==> src/rtl/wptr_full_sync.sv <==
// Async FIFO write side: binary/Gray write pointer, 2-flop read-pointer synchronizer, full and sticky overflow.
// Define FIFO_AFULL_EN to add the registered WAFULL (almost-full) output.
module wptr_full_sync #(
   parameter int unsigned ADDR_SIZE    = 4,
   parameter int unsigned AFULL_MARGIN = 2
) (
   input  logic                 WCLK,
   input  logic                 WRST_N,
   input  logic                 WINC,
   input  logic [ADDR_SIZE:0]   RPTR,
   output logic [ADDR_SIZE-1:0] WADDR,
   output logic [ADDR_SIZE:0]   WPTR,
   output logic                 WFULL,
   output logic                 WOVF
`ifdef FIFO_AFULL_EN
   ,
   output logic                 WAFULL
`endif
);

   localparam int unsigned PW = ADDR_SIZE + 1;

   logic [ADDR_SIZE:0] wq1_q, wq2_q;
   logic [ADDR_SIZE:0] wbin_q, wbin_d;
   logic [ADDR_SIZE:0] wptr_q, wgray_d;
   logic               wfull_q, wfull_d;
   logic               wovf_q, wovf_d;
   logic               winc_ok;

   always_comb begin
      winc_ok = WINC & ~wfull_q;
      wbin_d  = wbin_q + PW'(winc_ok);
      wgray_d = (wbin_d >> 1) ^ wbin_d;
      // Full when the write pointer is one lap ahead of the synchronized read pointer.
      wfull_d = (wgray_d == {~wq2_q[ADDR_SIZE:ADDR_SIZE-1], wq2_q[ADDR_SIZE-2:0]});
      wovf_d  = wovf_q | (WINC & wfull_q);
   end

   always_ff @(posedge WCLK or negedge WRST_N) begin
      if (!WRST_N) begin
         wq1_q   <= '0;
         wq2_q   <= '0;
         wbin_q  <= '0;
         wptr_q  <= '0;
         wfull_q <= 1'b0;
         wovf_q  <= 1'b0;
      end else begin
         wq1_q   <= RPTR;
         wq2_q   <= wq1_q;
         wbin_q  <= wbin_d;
         wptr_q  <= wgray_d;
         wfull_q <= wfull_d;
         wovf_q  <= wovf_d;
      end
   end

`ifdef FIFO_AFULL_EN
   localparam logic [ADDR_SIZE:0] AFULL_TH = PW'((2 ** ADDR_SIZE) - AFULL_MARGIN);

   logic [ADDR_SIZE:0] rbin_s;
   logic [ADDR_SIZE:0] used_d;
   logic               wafull_q, wafull_d;

   always_comb begin
      rbin_s = '0;
      // Gray-to-binary: each binary bit is the XOR of all Gray bits at or above it.
      for (int unsigned i = 0; i <= ADDR_SIZE; i++) begin
         rbin_s[i] = ^(wq2_q >> i);
      end
      used_d   = wbin_d - rbin_s;
      wafull_d = (used_d >= AFULL_TH);
   end

   always_ff @(posedge WCLK or negedge WRST_N) begin
      if (!WRST_N) begin
         wafull_q <= 1'b0;
      end else begin
         wafull_q <= wafull_d;
      end
   end

   assign WAFULL = wafull_q;
`endif

   assign WADDR = wbin_q[ADDR_SIZE-1:0];
   assign WPTR  = wptr_q;
   assign WFULL = wfull_q;
   assign WOVF  = wovf_q;

endmodule
==> config.mk <==
export PLATFORM = sky130hd
export DESIGN_NAME = wptr_full_sync
export DESIGN_NICKNAME = d
export VERILOG_FILES = /design/src/rtl/wptr_full_sync.sv
export SDC_FILE = /design/constraint.sdc
export NUM_CORES = 1
export LEC_CHECK = 0
export CAP_MARGIN = 20
export CORE_ASPECT_RATIO = 1.1
export CORE_MARGIN = 10
export CORE_UTILIZATION = 25
export CTS_BUF_LIST = sky130_fd_sc_hd__clkbuf_16
export DETAILED_ROUTE_END_ITERATION = 8
export SETUP_SLACK_MARGIN = 0.5
export SLEW_MARGIN = 10
export SYNTH_ARGS = -nofsm -noshare
export SYNTH_HDL_FRONTEND = slang
export SYNTH_SLANG_ARGS = --single-unit
==> constraint.sdc <==
create_clock -name WCLK -period 3.46 [get_ports WCLK]
set_input_delay 0.346 -clock WCLK [delete_from_list [all_inputs] [get_ports WCLK]]
set_output_delay 0.346 -clock WCLK [all_outputs]
set_load 0.02 [all_outputs]
==> flow_metrics.tcl <==
set metrics [dict create \
    utilization_pct 36.0 \
    power_density_nw_per_um2 990 \
    clk_pin_slew_worst_paths_ns 0.05 \
    wirelength_um 1400 \
    worstMarginPinSlew_ns 0.890 \
    place.detailed.hpwl_um 1100 \
    post-place-cells 107 \
    hp-class "flop to flop" \
    crit_path_start_kind "primary input" \
    cts_sinks 21 \
    critical-path-max-stage-delay_ns 0.47 \
    num_rows 21 \
    die-area_um2 5790 \
    fin_area_um2 1090 \
    crit_buf_inv 1 \
    post_cts_buffers 0 \
    final_nets 88 \
    synth_warnings 0 \
    fill_cells 286 \
    leakage_nw 0.461 \
    cp-end-kind "flop" \
    die_w_um 73.5 \
    ir_worst_vdd_v 0.000453 \
    hold_viol 0 \
    cpMostUsedCell "ha_1" \
    die_h_um 78.8 \
    drt_iter0_drc 19 \
    syn_avg_cell_area_um2 14.3 \
    wl_per_cell_um 12.6 \
    grt_max_degree 22 \
    antenna_cells 0 \
    slew_headroom_pct 40.5 \
    criticalPathCategory "primary input to flop" \
    drc 0 \
    num_io_pins 19 \
    antenna_found_initial 0 \
    synth_nets 65 \
    finalSetupTns_ns 0 \
    grt_pass1_vias 555 \
    clockRootBuffer "clkbuf_16" \
    rsz0062_at_grt "no" \
    netlist_area_um2 786 \
    critPathMaxFanout 5 \
    cts.path.max_buffers 2 \
    layout-drive-gt1-share_pct 7.79 \
    initial_utilization_pct 26.0 \
    cts_inserted_buffers 3 \
    synth_cell_types 23 \
    status "finished clean" \
    post_cts_resized 0 \
    synth.yosys.seq_area_share_pct 66.9 \
    place.gp.congestion 0.725 \
    setup_violations 0 \
    cp_cell_sequence "clkdlybuf4s50_1, nor2b_1, ha_1, ha_1, and4b_1, o21a_1, or3_1, a211o_1, a21oi_2" \
    hold_slack_ns 0.345 \
    slew_viol_final 0 \
    num_vias 491 \
    first_pass_iters 4 \
    grtUsageTotal_pct 5.17 \
    holdBufCountCts 0 \
    portBuffers 18 \
    areaGrowthSynthToFinish_pct 38.5 \
    max_cap_viol_count 0 \
    cp.arrival_ns 2.66 \
    ys_async_sr_fraction_pct 100 \
    viasPerCell 4.42 \
    fp.coreArea_um2 3020 \
    cp_top_family "simple AND/OR/NAND/NOR gates" \
    antenna_left 0 \
    grt_pass1_wl_um 2420 \
    finalNonFillerCells 111 \
    h-tree-depth 1 \
    dpl-instance-area_um2 1010 \
    cts_tree "done" \
    synth_flop_cell "dfrtp_1" \
    clkLatencyLatePin_ns 0.25 \
    fmax_mhz 404 \
    layout_min_cycle_time_ns 2.47 \
    synth_edf_count 0 \
    crit_required_ns 3.64 \
    finalCritPeriodShare_pct 71.5 \
    slowest_stage "clkdlybuf4s50_1" \
    synthCells 55 \
    ys_seq_elements 21 \
    overflow 0 \
    final.setup_skew_ns 0.00145 \
]
cells in the mapped netlist, types with 2 or more instances:
cell / n / area [um^2]
dfrtp_1: 21 / 526
xor2_1: 6 / 52.6
xnor2_1: 4 / 35.0
a21boi_0: 2 / 15.0
ha_1: 2 / 25.0
nand3_1: 2 / 10.0
nand3b_1: 2 / 15.0
power breakdown:
group | switching (mW) | total, mW | internal, mW
Sequential | 0.0525 | 0.373 | 0.320
Clock | 0.0813 | 0.236 | 0.155
Combinational | 0.242 | 0.469 | 0.227
Total | 0.376 | 1.08 | 0.702
worst reg2reg max path, stage by stage, from the launching register on:
cell,delay [ns]
dfrtp_1,0.40
nor2b_1,0.15
ha_1,0.27
ha_1,0.25
and4b_1,0.22
o21a_1,0.17
or3_1,0.34
a211o_1,0.32
a21oi_2,0.12
worst paths after layout:
kind | cells past startpoint | end | startpoint | slack, ns
max | 9 | WFULL | WINC | 0.99
min | 0 | wq2_q[2] | wq1_q[2] | 0.35
max reg2reg | 8 | WFULL | WFULL | 1.16
min reg2reg | 0 | wq2_q[2] | wq1_q[2] | 0.35
max in group asynchronous | 1 | WPTR[1] | WRST_N | 2.31
min in group asynchronous | 1 | wbin_q[3] | WRST_N | 0.60
through the flow:
step	worst slack [ns]	total power, mW
4_1_cts	0.994	1.10
5_1_grt	0.908	1.15
6_report	0.985	1.08
3_5_place_dp	0.765	0.856
2_1_floorplan	1.30	0.661
3_3_place_gp	0.818	0.841
routing by layer:
metal	part of all wire [%]	GRT usage [%]
met1	38	5.29
met4	0	1.12
met3	13	3.98
met2	49	8.19
met5	0	0
area by class of cell:
class                           count  area (um^2)  share of cell area (%)
Timing Repair Buffer               18          180                    16.6
Tap cell                           34         42.5                    3.91
Clock inverter                      1         5.00                   0.460
Clock buffer                        3         75.1                    6.90
Sequential cell                    21          526                    48.3
Multi-Input combinational cell     33          256                    23.6
Inverter                            1         3.75                   0.345
state kept, by name (all words and copies together), names as in the netlist:
signal	cells
WFULL	1
WOVF	1
WPTR	4
wbin_q	5
wq1_q	5
wq2_q	5
placed cells by master, fill, tap and decap left out:
cell | synthesis | layout
a211o_1 | 1 | 1
a21boi_0 | 2 | 2
a21o_1 | 1 | 1
a21oi_1 | 1 | 1
a21oi_2 | 1 | 1
a31oi_1 | 1 | 1
and4b_1 | 1 | 1
clkbuf_16 | 0 | 3
clkdlybuf4s50_1 | 0 | 18
clkinv_2 | 0 | 1
dfrtp_1 | 21 | 21
ha_1 | 2 | 2
inv_1 | 1 | 1
mux2i_1 | 1 | 1
nand2_1 | 1 | 1
nand3_1 | 2 | 2
nand3b_1 | 2 | 2
nand4_1 | 1 | 1
nor2_1 | 1 | 1
nor2b_1 | 1 | 1
o21a_1 | 1 | 1
o21ai_0 | 1 | 1
or3_1 | 1 | 1
or3b_2 | 1 | 1
xnor2_1 | 4 | 4
xor2_1 | 6 | 6
logic make-up after synthesis:
family,share of synthesized area [%]
fa+ha+maj,3.18
mux,1.27
simple gates,8.92
xor+xnor,11.1
compound gates,8.12
flops,66.9
buf+inv,0.477
(Power assumes the default switching activity.)
